## src/rtl/proc_pkg.sv

```systemverilog
// Shared state and status encodings for the processor run controller.
package proc_pkg;

  typedef enum logic [2:0] {
    StIdle   = 3'd0,
    StLoad   = 3'd1,
    StRun    = 3'd2,
    StRdReq  = 3'd3,
    StRdWait = 3'd4,
    StRdOut  = 3'd5,
    StDone   = 3'd6
  } state_e;

  localparam logic [1:0] StatusIdle = 2'b00;
  localparam logic [1:0] StatusLoad = 2'b10;
  localparam logic [1:0] StatusRun  = 2'b01;
  localparam logic [1:0] StatusDone = 2'b11;

  // Readout states report as running; only the load and terminal states differ.
  function automatic logic [1:0] status_of(state_e s);
    logic [1:0] st;
    st = StatusRun;
    case (s)
      StIdle:  st = StatusIdle;
      StLoad:  st = StatusLoad;
      StDone:  st = StatusDone;
      default: st = StatusRun;
    endcase
    return st;
  endfunction

endpackage

```

## src/rtl/proc_run_ctrl_if.sv

```systemverilog
// Program-load stream, memory port and result stream of the run controller.
interface proc_run_ctrl_if #(
  parameter int unsigned ADDR_W = 8,
  parameter int unsigned DATA_W = 16
);
  logic [DATA_W-1:0] load_data;
  logic              load_valid;
  logic              load_ready;
  logic              mem_we;
  logic              mem_re;
  logic [ADDR_W-1:0] mem_addr;
  logic [DATA_W-1:0] mem_wdata;
  logic [DATA_W-1:0] mem_rdata;
  logic [DATA_W-1:0] res_data;
  logic              res_valid;
  logic              res_ready;

  modport master (
    input  load_data, load_valid, mem_rdata, res_ready,
    output load_ready, mem_we, mem_re, mem_addr, mem_wdata, res_data, res_valid
  );

  modport slave (
    output load_data, load_valid, mem_rdata, res_ready,
    input  load_ready, mem_we, mem_re, mem_addr, mem_wdata, res_data, res_valid
  );
endinterface

```

## src/rtl/run_watchdog.sv

```systemverilog
// RUN-state watchdog: counts consecutive RUN cycles and flags the last allowed one.
// Only built when RUN_TIMEOUT_EN is defined.
`ifdef RUN_TIMEOUT_EN
module run_watchdog #(
  parameter int unsigned TIMEOUT_CYC = 65535
) (
  input  logic clock_i,
  input  logic reset_i,
  input  logic run_i,
  output logic expired_o
);
  localparam int unsigned LimW = $clog2(TIMEOUT_CYC + 1);

  logic [LimW-1:0] cnt_q, cnt_d;

  always_comb begin
    cnt_d = run_i ? cnt_q + LimW'(1) : '0;
  end

  always_ff @(posedge clock_i) begin
    if (reset_i) begin
      cnt_q <= '0;
    end else begin
      cnt_q <= cnt_d;
    end
  end

  assign expired_o = run_i && (cnt_q == LimW'(TIMEOUT_CYC - 1));
endmodule
`endif

```

## src/rtl/proc_run_ctrl.sv

```systemverilog
// Load / run / readout sequencer for a small processor with a shared memory port.
// Optional RUN watchdog enabled by defining RUN_TIMEOUT_EN.
module proc_run_ctrl
  import proc_pkg::*;
#(
  parameter int unsigned       ADDR_W      = 8,
  parameter int unsigned       DATA_W      = 16,
  parameter logic [ADDR_W-1:0] RES_BASE    = ADDR_W'(200),
  parameter int unsigned       RES_WORDS   = 4,
  parameter int unsigned       TIMEOUT_CYC = 65535
) (
  input  logic                clock_i,
  input  logic                reset_i,
  input  logic                start_i,
  input  logic [ADDR_W-1:0]   prog_len_i,
  input  logic                end_process_i,
  proc_run_ctrl_if.master     bus,
  output logic [1:0]          status_o,
  output logic                busy_o,
  output logic                done_o,
  output logic                timeout_o
);
  // Shared between load addressing and result counting (up to 255 results).
  localparam int unsigned CntW = (ADDR_W > 8) ? ADDR_W : 8;

  state_e            state_q, state_d;
  logic [CntW-1:0]   cnt_q, cnt_d, cnt_inc;
  logic [ADDR_W-1:0] len_q, len_d;
  logic              load_ready_q, load_ready_d;
  logic              mem_we_q, mem_we_d, mem_re_q, mem_re_d;
  logic [ADDR_W-1:0] mem_addr_q, mem_addr_d;
  logic [DATA_W-1:0] mem_wdata_q, mem_wdata_d, res_data_q, res_data_d;
  logic              res_valid_q, res_valid_d;
  logic [1:0]        status_q, status_d;
  logic              busy_q, busy_d, done_q, done_d;

`ifdef RUN_TIMEOUT_EN
  logic timeout_q, timeout_d, wd_expired;

  run_watchdog #(
    .TIMEOUT_CYC (TIMEOUT_CYC)
  ) u_run_watchdog (
    .clock_i   (clock_i),
    .reset_i   (reset_i),
    .run_i     (state_q == StRun),
    .expired_o (wd_expired)
  );
  assign timeout_o = timeout_q;
`else
  logic unused_cfg;
  assign unused_cfg = ^TIMEOUT_CYC;
  assign timeout_o  = 1'b0;
`endif

  assign cnt_inc = cnt_q + CntW'(1);

  always_comb begin
    state_d      = state_q;
    cnt_d        = cnt_q;
    len_d        = len_q;
    load_ready_d = load_ready_q;
    mem_we_d     = 1'b0;
    mem_re_d     = 1'b0;
    mem_addr_d   = mem_addr_q;
    mem_wdata_d  = mem_wdata_q;
    res_data_d   = res_data_q;
    res_valid_d  = res_valid_q;
    done_d       = done_q;
`ifdef RUN_TIMEOUT_EN
    timeout_d    = timeout_q;
`endif
    case (state_q)
      StIdle, StDone: begin
        if (start_i) begin
          cnt_d  = '0;
          len_d  = prog_len_i;
          done_d = 1'b0;
`ifdef RUN_TIMEOUT_EN
          timeout_d = 1'b0;
`endif
          if (prog_len_i != '0) begin
            state_d      = StLoad;
            load_ready_d = 1'b1;
          end else begin
            state_d = StRun;
          end
        end
      end
      StLoad: begin
        if (bus.load_valid && load_ready_q) begin
          mem_we_d    = 1'b1;
          mem_addr_d  = cnt_q[ADDR_W-1:0];
          mem_wdata_d = bus.load_data;
          cnt_d       = cnt_inc;
          if (cnt_inc == CntW'(len_q)) begin
            load_ready_d = 1'b0;
            state_d      = StRun;
          end
        end
      end
      StRun: begin
        // Completion takes priority over a simultaneous watchdog expiry.
        if (end_process_i) begin
          state_d    = StRdReq;
          cnt_d      = '0;
          mem_re_d   = 1'b1;
          mem_addr_d = RES_BASE;
`ifdef RUN_TIMEOUT_EN
        end else if (wd_expired) begin
          state_d   = StDone;
          timeout_d = 1'b1;
          done_d    = 1'b1;
`endif
        end
      end
      StRdReq: state_d = StRdWait;
      StRdWait: begin
        res_data_d  = bus.mem_rdata;
        res_valid_d = 1'b1;
        state_d     = StRdOut;
      end
      StRdOut: begin
        if (bus.res_ready) begin
          res_valid_d = 1'b0;
          cnt_d       = cnt_inc;
          if (cnt_inc == CntW'(RES_WORDS)) begin
            state_d = StDone;
            done_d  = 1'b1;
          end else begin
            state_d    = StRdReq;
            mem_re_d   = 1'b1;
            mem_addr_d = RES_BASE + cnt_inc[ADDR_W-1:0];
          end
        end
      end
      default: state_d = StIdle;
    endcase
    status_d = status_of(state_d);
    busy_d   = (state_d != StIdle) && (state_d != StDone);
  end

  always_ff @(posedge clock_i) begin
    if (reset_i) begin
      state_q      <= StIdle;
      cnt_q        <= '0;
      len_q        <= '0;
      load_ready_q <= 1'b0;
      mem_we_q     <= 1'b0;
      mem_re_q     <= 1'b0;
      mem_addr_q   <= '0;
      mem_wdata_q  <= '0;
      res_data_q   <= '0;
      res_valid_q  <= 1'b0;
      status_q     <= StatusIdle;
      busy_q       <= 1'b0;
      done_q       <= 1'b0;
`ifdef RUN_TIMEOUT_EN
      timeout_q    <= 1'b0;
`endif
    end else begin
      state_q      <= state_d;
      cnt_q        <= cnt_d;
      len_q        <= len_d;
      load_ready_q <= load_ready_d;
      mem_we_q     <= mem_we_d;
      mem_re_q     <= mem_re_d;
      mem_addr_q   <= mem_addr_d;
      mem_wdata_q  <= mem_wdata_d;
      res_data_q   <= res_data_d;
      res_valid_q  <= res_valid_d;
      status_q     <= status_d;
      busy_q       <= busy_d;
      done_q       <= done_d;
`ifdef RUN_TIMEOUT_EN
      timeout_q    <= timeout_d;
`endif
    end
  end

  assign bus.load_ready = load_ready_q;
  assign bus.mem_we     = mem_we_q;
  assign bus.mem_re     = mem_re_q;
  assign bus.mem_addr   = mem_addr_q;
  assign bus.mem_wdata  = mem_wdata_q;
  assign bus.res_data   = res_data_q;
  assign bus.res_valid  = res_valid_q;
  assign status_o       = status_q;
  assign busy_o         = busy_q;
  assign done_o         = done_q;
endmodule

```

## src/flat_wrapper.sv

```systemverilog
// flat-port wrapper written by rule: the top's interface ports become plain ports
module proc_run_ctrl_flat import proc_pkg::*;
#(
  parameter int unsigned       ADDR_W      = 8,
  parameter int unsigned       DATA_W      = 16,
  parameter logic [ADDR_W-1:0] RES_BASE    = ADDR_W'(200),
  parameter int unsigned       RES_WORDS   = 4,
  parameter int unsigned       TIMEOUT_CYC = 65535
)
  (clock_i, reset_i, start_i, prog_len_i, end_process_i, status_o, busy_o, done_o, timeout_o, bus_load_data, bus_load_valid, bus_mem_rdata, bus_res_ready, bus_load_ready, bus_mem_we, bus_mem_re, bus_mem_addr, bus_mem_wdata, bus_res_data, bus_res_valid);
  proc_run_ctrl_if #(.ADDR_W(ADDR_W), .DATA_W(DATA_W)) bus_i ();
  input  logic clock_i;
  input  logic reset_i;
  input  logic start_i;
  input  logic [ADDR_W-1:0] prog_len_i;
  input  logic end_process_i;
  output logic [1:0] status_o;
  output logic busy_o;
  output logic done_o;
  output logic timeout_o;
  input wire logic [$bits(bus_i.load_data)-1:0] bus_load_data;
  input wire logic [$bits(bus_i.load_valid)-1:0] bus_load_valid;
  input wire logic [$bits(bus_i.mem_rdata)-1:0] bus_mem_rdata;
  input wire logic [$bits(bus_i.res_ready)-1:0] bus_res_ready;
  output wire logic [$bits(bus_i.load_ready)-1:0] bus_load_ready;
  output wire logic [$bits(bus_i.mem_we)-1:0] bus_mem_we;
  output wire logic [$bits(bus_i.mem_re)-1:0] bus_mem_re;
  output wire logic [$bits(bus_i.mem_addr)-1:0] bus_mem_addr;
  output wire logic [$bits(bus_i.mem_wdata)-1:0] bus_mem_wdata;
  output wire logic [$bits(bus_i.res_data)-1:0] bus_res_data;
  output wire logic [$bits(bus_i.res_valid)-1:0] bus_res_valid;
  assign bus_i.load_data = bus_load_data;
  assign bus_i.load_valid = bus_load_valid;
  assign bus_i.mem_rdata = bus_mem_rdata;
  assign bus_i.res_ready = bus_res_ready;
  assign bus_load_ready = bus_i.load_ready;
  assign bus_mem_we = bus_i.mem_we;
  assign bus_mem_re = bus_i.mem_re;
  assign bus_mem_addr = bus_i.mem_addr;
  assign bus_mem_wdata = bus_i.mem_wdata;
  assign bus_res_data = bus_i.res_data;
  assign bus_res_valid = bus_i.res_valid;
  proc_run_ctrl #(.ADDR_W(ADDR_W), .DATA_W(DATA_W), .RES_BASE(RES_BASE), .RES_WORDS(RES_WORDS), .TIMEOUT_CYC(TIMEOUT_CYC)) u_core (.clock_i(clock_i), .reset_i(reset_i), .start_i(start_i), .prog_len_i(prog_len_i), .end_process_i(end_process_i), .bus(bus_i), .status_o(status_o), .busy_o(busy_o), .done_o(done_o), .timeout_o(timeout_o));
endmodule
```

## config.mk

```make
export PLATFORM = sky130hd
export DESIGN_NAME = proc_run_ctrl_flat
export DESIGN_NICKNAME = d
export VERILOG_FILES = /design/src/rtl/proc_pkg.sv /design/src/rtl/proc_run_ctrl_if.sv /design/src/rtl/run_watchdog.sv /design/src/rtl/proc_run_ctrl.sv /design/src/flat_wrapper.sv
export SDC_FILE = /design/constraint.sdc
export NUM_CORES = 1
export LEC_CHECK = 0
export ABC_AREA = 1
export CAP_MARGIN = 10
export CORE_AREA = 2 2 83 85
export CTS_CLUSTER_SIZE = 10
export DETAILED_ROUTE_END_ITERATION = 16
export DIE_AREA = 0 0 85 87
export DONT_BUFFER_PORTS = 1
export PLACE_DENSITY_LB_ADDON = 0.3
export RECOVER_POWER = 50
export SETUP_SLACK_MARGIN = 0.05
export SLEW_MARGIN = 25
export SYNTH_ARGS = -nofsm -noshare
export SYNTH_HDL_FRONTEND = slang
export SYNTH_HIERARCHICAL = 1
export SYNTH_SLANG_ARGS = --single-unit
```

## constraint.sdc

```tcl
create_clock -name clock_i -period 5.24 [get_ports clock_i]
set_input_delay 0.524 -clock clock_i [delete_from_list [all_inputs] [get_ports clock_i]]
set_output_delay 0.524 -clock clock_i [all_outputs]
set_load 0.02 [all_outputs]
```

---- Yosys cells after proc, flatten, opt, wreduce, memory -nomap -nowiden ----
Index checks and enable logic that the tools add are counted.
cells by class
  reductions and logical operators ........ 20
  $add $sub $neg .......................... 2
  equal/unequal tests ..................... 19
  muxes and demuxes ....................... 35
  bitwise operators ....................... 1
operator list
  cell                 number
  $mux 8               8
  $pmux 8 s4           1
  $pmux 8 s3           1
  $mux 3               6
  $pmux 3 s6           1
  $reduce_and 5->1     3
  $eq 3x3->1 const B   4
  $mux 1               12
  $add 8x1->8 const B  1
  $add 8x8->8 const A  1
  $eq 8x3->1 const B   1
  $eq 8x8->1           1
  $ne 2x1->1 const B   4
  $ne 2x2->1 const B   4
  $pmux 1 s2           4
  $reduce_bool 8->1    1
  $eq 3x1->1 const B   2
  $eq 3x2->1 const B   2
  $logic_not 3->1      2
  $pmux 2 s3           1
  $reduce_and 2->1     3
  $reduce_bool 2->1    3
  $reduce_bool 3->1    2
  $reduce_and 4->1     1
  6 further kinds      8
word-level totals
  input port bits ......................... 46
  register bits ........................... 67
  logic and storage cells ................. 90
  output and inout port bits .............. 49

---- Longest topological paths before layout ----
Gate-level depths: netlist of run 1.
  depth after elaboration ................. 7
  mapped depth ............................ 16
  mapped depth without buffers ............ 16

---- Worst setup path after synthesis of run 1 ----
Ideal clock, no wire load.
  path type ............................... reg2reg
  start point ............................. register u_core.cnt_q[0]
  end point ............................... register u_core.mem_addr_q[3] (netlist: u_core/bus.mem_addr[3])
  stages on the path, launching flop included .. 14
  arrival ................................. 1.650 ns
  path buffers ............................ 1
  library setup time ...................... 0.125 ns
  period minus slack after synthesis ...... 1.775 ns
  slack ................................... 3.465 ns
  data required time ...................... 5.115 ns
  path through ............................ dfxtp_1 > ha_1 > nand3_1 > nor2_1 > nand2_1 > nand2_1 > nor2_2 > nand2_2 > a21oi_2 > nor2_2 > buf_6 > nand2_2 > o21ai_2 > nor2_2
between the ends
  longest elaborated chain between the ends .. 5
  elaborated cells on any way between the ends .. 8
  classes of those cells .................. add/sub (2); eq/ne (2); mux (3); reduce/logical (1)
RTL lines
  what                      line                  RTL
  start: declaration        proc_run_ctrl.sv:27   logic [CntW-1:0] cnt_q, cnt_d, cnt_inc;
  start signal: assignment  proc_run_ctrl.sv:162  cnt_q <= cnt_d;
  $add 8x1->8 *             proc_run_ctrl.sv:55   assign cnt_inc = cnt_q + CntW'(1);
  $add 8x8->8               proc_run_ctrl.sv:132  mem_addr_d = RES_BASE + cnt_inc[ADDR_W-1:0];
  $mux 8                    proc_run_ctrl.sv:126  if (cnt_inc == CntW'(RES_WORDS)) begin
  $mux 8                    proc_run_ctrl.sv:123  if (bus.res_ready) begin
  $pmux 8 s3                proc_run_ctrl.sv:72   case (state_q)
  end signal: assignment    proc_run_ctrl.sv:167  mem_addr_q <= mem_addr_d;
  end: declaration          proc_run_ctrl.sv:31   logic [ADDR_W-1:0] mem_addr_q, mem_addr_d;
Every way passes the cells marked *; elsewhere a longest branch is shown, timed or not. The select of a mux whose other input is x is not followed.
A chain may end at the register's enable or synchronous reset.

---- Final worst setup path of run 1 ----
  start point ............................. register u_core.state_q[1]
  end point ............................... register u_core.cnt_q[2]
between the ends
  longest elaborated chain between the ends .. 4
  elaborated cells on any way between the ends .. 13
  classes of those cells .................. eq/ne (8); mux (1); reduce/logical (4)
RTL lines
  what                                                              line                  RTL
  start: declaration                                                proc_run_ctrl.sv:26   state_e state_q, state_d;
  start signal: assignment                                          proc_run_ctrl.sv:144  state_q <= StIdle;
  start signal: assignment                                          proc_run_ctrl.sv:161  state_q <= state_d;
  $eq 3x3->1 / $logic_not 3->1 (equally long branches)              proc_run_ctrl.sv:72
  $reduce_or 2->1                                                   proc_run_ctrl.sv:72
  $reduce_bool 4->1 (no line) / $ne 2x2->1 (equally long branches)  -
  $reduce_and 5->1 (no line)                                        -
Parallel ways exist; a longest one is shown, timed or not.

==> results of run 1 <==
[sequential cells by signal (all words and copies together), names as in the netlist]
signal	flops
u_core/bus.mem_wdata	16
u_core/state_q	3
u_core/bus.mem_we	1
u_core/cnt_q	8
u_core/bus.res_valid	1
u_core/len_q	8
u_core/done_o	1
u_core/bus.mem_re	1
u_core/busy_o	1
u_core/bus.res_data	16
u_core/status_o	2
u_core/bus.load_ready	1
u_core/bus.mem_addr	8
[critical path, cell delays in order (launching register included)]
cell and delay [ns]:
dfxtp_1 0.33, inv_1 0.13, nand2_1 0.12, nor2_1 0.78, inv_2 0.18, nand2_2 0.18, nor3_1 0.07, nor3_2 0.18
inv_2 0.18, a31oi_1 0.19, a211oi_1 0.06
[layer usage]
| layer | GRT usage (%) | wire, um | part of all wire (%) | vias up |
|---|---|---|---|---|
| met2 | 33.59 | 3579 | 47 | 95 |
| met4 | 5.916 | 66 | 0.86 | 0 |
| li1 | - | - | - | 1446 |
| met3 | 6.351 | 534 | 7.0 | 8 |
| met5 | 0 | 0 | 0 | - |
| met1 | 27.13 | 3461 | 45 | 1284 |
[layout by cell type (no fill, tap or decap), drive strengths merged]
master and instances:
inv 44, bufinv 1, nand4 2, a31oi 4, ha 2, a211oi 8
conb 1, nand2 81, a21oi 28, xnor2 1, o22ai 2, nor2 104
o21ai 56, o21bai 1, dfxtp 67, nand3b 1, nor3 3, clkinvlp 1
nand3 29, clkbuf 9, clkinv 4
[cell families after synthesis]
group / after synthesis / share of synthesized area, %
other cells: 1 / 0.1194
compound gates: 99 / 18.09
fa+ha+maj: 2 / 0.7967
flops: 67 / 42.71
buf+inv: 60 / 7.848
simple gates: 220 / 30.16
xor+xnor: 1 / 0.2789
[area by class of cell]
| type | count | area, um2 | share of cell area (%) |
|---|---|---|---|
| clock inverter | 7 | 73.82 | 2.206 |
| tap | 80 | 100.1 | 2.992 |
| clock buffer | 9 | 123.9 | 3.702 |
| sequential | 67 | 1341 | 40.09 |
| multi-input combinational | 323 | 1545 | 46.19 |
| inverter | 43 | 161.4 | 4.824 |
[report_power, final]
part	switching, mW	internal (mW)	total (mW)	leakage (nW)
logic	0.330	0.165	0.495	0.783
clock network	0.211	0.222	0.434	0.100
registers	0.139	0.599	0.738	0.547
[worst max-delay path by stage]
| stage | endpoint | slack [ns] | cells after the start |
|---|---|---|---|
| 2_1_floorplan | u_core/bus.mem_addr[3] | 3.46 | 13 |
| 3_3_place_gp | u_core/bus.mem_addr[0] | 3.16 | 11 |
| 3_5_place_dp | u_core/bus.mem_addr[1] | 3.01 | 11 |
| 4_1_cts | u_core/bus.mem_addr[1] | 2.99 | 11 |
| 5_1_grt | u_core/cnt_q[2] | 2.52 | 10 |
| 6_report | u_core/cnt_q[2] | 2.70 | 10 |
==> impl_metrics.ini, run 1 <==
[outcome]
status = finished, final reports clean

[sta]
timing_hold_violations_final = 0
fin_crit_sh_pct = 48.51
finalSetupTns_ns = 0
tightest_slew_ns = 1.014
setup_viol_count_final = 0
max_slew_margin_pct = 32.14
rsz0062_at_grt = false
hold_ws_ns = 0.2494
final.setup_skew_ns = 0.004608
fmax_mhz = 393.4
slew_viol_final = 0
period_needed_ns = 2.542
setup_slack_ns = 2.698

[die]
die_w_um = 85
core_area_um2 = 6569
pin_count = 95
start_util_pct = 47.81
std_cell_rows = 30
die-area_um2 = 7395
die_h_um = 87

[detailed_routing]
drc = 0
drt_iter0_drc = 214
antenna_left = 0
via_per_inst = 5.355
wire_per_inst_um = 14.44
via_count = 2833
wl_um = 7641
drtPass1Iterations = 6

[setup_path]
r2r_cells = 10
r2r-start = u_core/state_q[1]
crit_required_ns = 5.45
startpoint = u_core/state_q[1]
critical_path.startpoint_type = flop
crit_arrival_ns = 2.75
reg2reg_slack_ns = 2.70
r2r_end = u_core/cnt_q[2]
cp_max_fo = 16
setup.worst_path.end_class = flop
path_class = reg -> reg

[pwr]
p_leak_nw = 1.430
vdd_drop_max_mv = 0.2562
p_total_mw = 1.666
power_density_nw_per_um2 = 497.8

[placement]
pre_cts_slack_ns = 3.005
place_congestion = 0.8939
dpl_cell_area_um2 = 3156
dp_hpwl_um = 5494
io_buffers = 0
dp.cells = 513

[synthesis]
yosysWarnings = 6
synth_top_area_share_pct = 42.71
synth_common_cells = nor2_1, nand2_1, dfxtp_1, o21ai_0, inv_1
synthFlopType = dfxtp_1
netlist_area_um2 = 3141
yosysSeqAreaShare_pct = 42.71
synth_nets = 498
syn_inst = 450
synthTopCellsByArea = dfxtp_1, nor2_1, nand2_1, o21ai_0, nand3_1
synth_edf_count = 0
synthDistinctLibCells = 32
synth_most_common_cell = nor2_1
synth-async-reset-ratio_pct = 0
avgSynthCellArea_um2 = 6.979
synth_area_leader_cell = dfxtp_1
synth-seq-cells = 67

[layout]
stdcell_count = 529
fillers = 677
postLayoutCoreUtil_pct = 50.93
final_cell_area_um2 = 3346
antenna_cells = 0
syn_to_final_growth_pct = 6.534
nets = 492
drive_gt1_share_pct = 11.14

[cts]
cts_buffer_depth = 2
path_clk_slew_ns = 0.08
cts-root-buf = clkbuf_8
insertion_delay_ns = 0.34
cts_buffers = 9
post_cts_buffers = 0
cts.sinks = 67
cts_tree = yes
ctsHoldBuffers = 0
cts.repair.resized = 0
htreeDepth = 3

[global_route]
gr-total-overflow = 0
grt_pass1_vias = 2646
grt_max_degree = 48
antenna_found_initial = 0
gr-usage-all-layers_pct = 20.84
grt_pass1_wl_um = 12390

[worst_hold_path]
min_path_type = in -> reg
hold_path_depth = 1
hold_end = u_core/cnt_q[0]
worstHoldStart = reset_i

[flow_run]
drv_cap = 0
(Power assumes the default switching activity.)
==> run 2: changes to the inputs <==
==> constraint.sdc (replaced) <==
create_clock -name clock_i -period 2.3 [get_ports clock_i]
set_input_delay 0.23 -clock clock_i [delete_from_list [all_inputs] [get_ports clock_i]]
set_output_delay 0.23 -clock clock_i [all_outputs]
set_load 0.02 [all_outputs]
==> run 2 against run 1 <==
Power up 130%; clock power increased by 140%; core utilization is 0.97 points higher; critical path depth grew 6; sequential share of layout area decreased by 0.68 points; critical path type unchanged; critical endpoint is now u_core/status_o[1].
==> impl_metrics.ini, run 2 (same netlist as run 1, synthesis figures left out) <==
[cts]
htreeDepth = 3
cts_tree = yes
path_clk_slew_ns = 0.08
cts-root-buf = clkbuf_8
cts_buffer_depth = 2
insertion_delay_ns = 0.35
cts.sinks = 67
cts_buffers = 9

[global_route]
grt_max_degree = 26
gr-total-overflow = 0
grt_pass1_wl_um = 12580
gr-usage-all-layers_pct = 21.47
grt_pass1_vias = 2692
antenna_found_initial = 0

[die]
core_area_um2 = 6569
start_util_pct = 47.81
std_cell_rows = 30
die_h_um = 87
pin_count = 95
die-area_um2 = 7395
die_w_um = 85

[sta]
tightest_slew_ns = 1.044
finalSetupTns_ns = 0
slew_viol_final = 0
period_needed_ns = 2.031
final.setup_skew_ns = 0.008012
timing_hold_violations_final = 0
hold_ws_ns = 0.01198
fmax_mhz = 492.4
fin_crit_sh_pct = 88.31
rsz0062_at_grt = false
max_slew_margin_pct = 30.18
setup_viol_count_final = 0

[setup_path]
max_stage_delay_ns = 0.38
r2r-start = u_core/cnt_q[0]
r2r_end = u_core/status_o[1]
crit_required_ns = 2.50
startpoint = u_core/cnt_q[0]
cp_slowest_cell = dfxtp_2
setup.worst_path.end_class = flop
cp_top_family = simple AND/OR/NAND/NOR gates
crit_arrival_ns = 2.23
r2r_cells = 16
path_buf_inv = 2
crit_end = u_core/status_o[1]
path_class = reg -> reg
critical_path.startpoint_type = flop
cp_max_fo = 6
path_cells = ha_1 > inv_1 > nand2_1 > nand2_1 > nand2_1 > nand2_1 > nor2_2 > nand3_1 > nor2_1 > nand4_1 > nand2_1 > inv_1 > nand2_1 > nand2_1 > nand2_1 > nor2_1
cp_common_cell = nand2_1
cp_num_cells = 16
reg2reg_slack_ns = 0.27

[detailed_routing]
drtPass1Iterations = 5
drc = 0
via_count = 2895
antenna_left = 0
wire_per_inst_um = 14.28
wl_um = 7639
drt_iter0_drc = 219
via_per_inst = 5.411

[layout]
layout_common_cells = nor2_1, nand2_1, dfxtp_1
nets = 498
drive_gt1_share_pct = 12.31
syn_to_final_growth_pct = 8.566
antenna_cells = 0
final_cell_area_um2 = 3410
layout_commonest_cell = nor2_1

[placement]
dp_hpwl_um = 5599
place_congestion = 0.9189
io_buffers = 0
dpl_cell_area_um2 = 3193

[pwr]
power_density_nw_per_um2 = 1134
p_leak_nw = 1.454
vdd_drop_max_mv = 0.4846

[worst_hold_path]
min_path_type = in -> reg

[flow_run]
drv_cap = 0

[outcome]
status = finished, final reports clean
==> run 2: area by class of cell <==
class,instances,area (um2)
fillers,686,3159
repair buffers,6,40.04
clock buffers,11,141.4
multi-input cells,323,1563
flip-flops and latches,67,1344
clock inverters,5,60.06
inverters,43,161.4
well taps,80,100.1
==> run 2: report_power, final <==
| part | total [mW] | switching (mW) | internal (mW) |
|---|---|---|---|
| logic | 1.17 | 0.780 | 0.390 |
| registers | 1.68 | 0.314 | 1.37 |
| clock network | 1.02 | 0.481 | 0.537 |
==> run 2: worst min-delay path by stage <==
| stage | startpoint | end | slack, ns | depth (start not counted) |
|---|---|---|---|---|
| floorplan | bus_load_data[0] | u_core/bus.mem_wdata[0] | 0.36 | 2 |
| global placement | reset_i | u_core/bus.mem_addr[3] | 0.30 | 1 |
| detailed placement | reset_i | u_core/bus.mem_addr[3] | 0.30 | 1 |
| CTS | bus_load_data[8] | u_core/bus.mem_wdata[8] | 0.004 | 2 |
| global route | bus_load_data[10] | u_core/bus.mem_wdata[10] | 0.003 | 2 |
| finish | bus_load_data[8] | u_core/bus.mem_wdata[8] | 0.01 | 2 |
==> run 2: layer usage <==
metal | share of wire (%) | routed length, um | vias to the layer above | track usage [%]
li1 | - | - | 1462 | -
met4 | 2.1 | 157 | 0 | 8.369
met5 | 0 | 0 | - | 0
met1 | 44 | 3335 | 1322 | 26.96
met3 | 8.0 | 611 | 18 | 8.341
met2 | 46 | 3534 | 93 | 33.31
==> run 2: per-stage QoR <==
step | worst slack (ns) | power, mW | util, % | std cells
2_1_floorplan | 0.5250 | 2.617 | - | 450
3_3_place_gp | 0.2428 | 2.808 | 48.61 | 518
3_5_place_dp | 0.1147 | 2.841 | 48.61 | 518
4_1_cts | 0.1012 | 3.862 | 51.83 | 535
5_1_grt | 0.06133 | 4.134 | 51.90 | 535
6_report | 0.2690 | 3.868 | 51.90 | 535
==> run 2: repair_timing <==
action,in CTS,in global routing
setup endpoints to repair,0,12
resized for setup,0,5
endpoints found under the hold margin,20,0
setup buffers,0,0
hold buffers,1,0
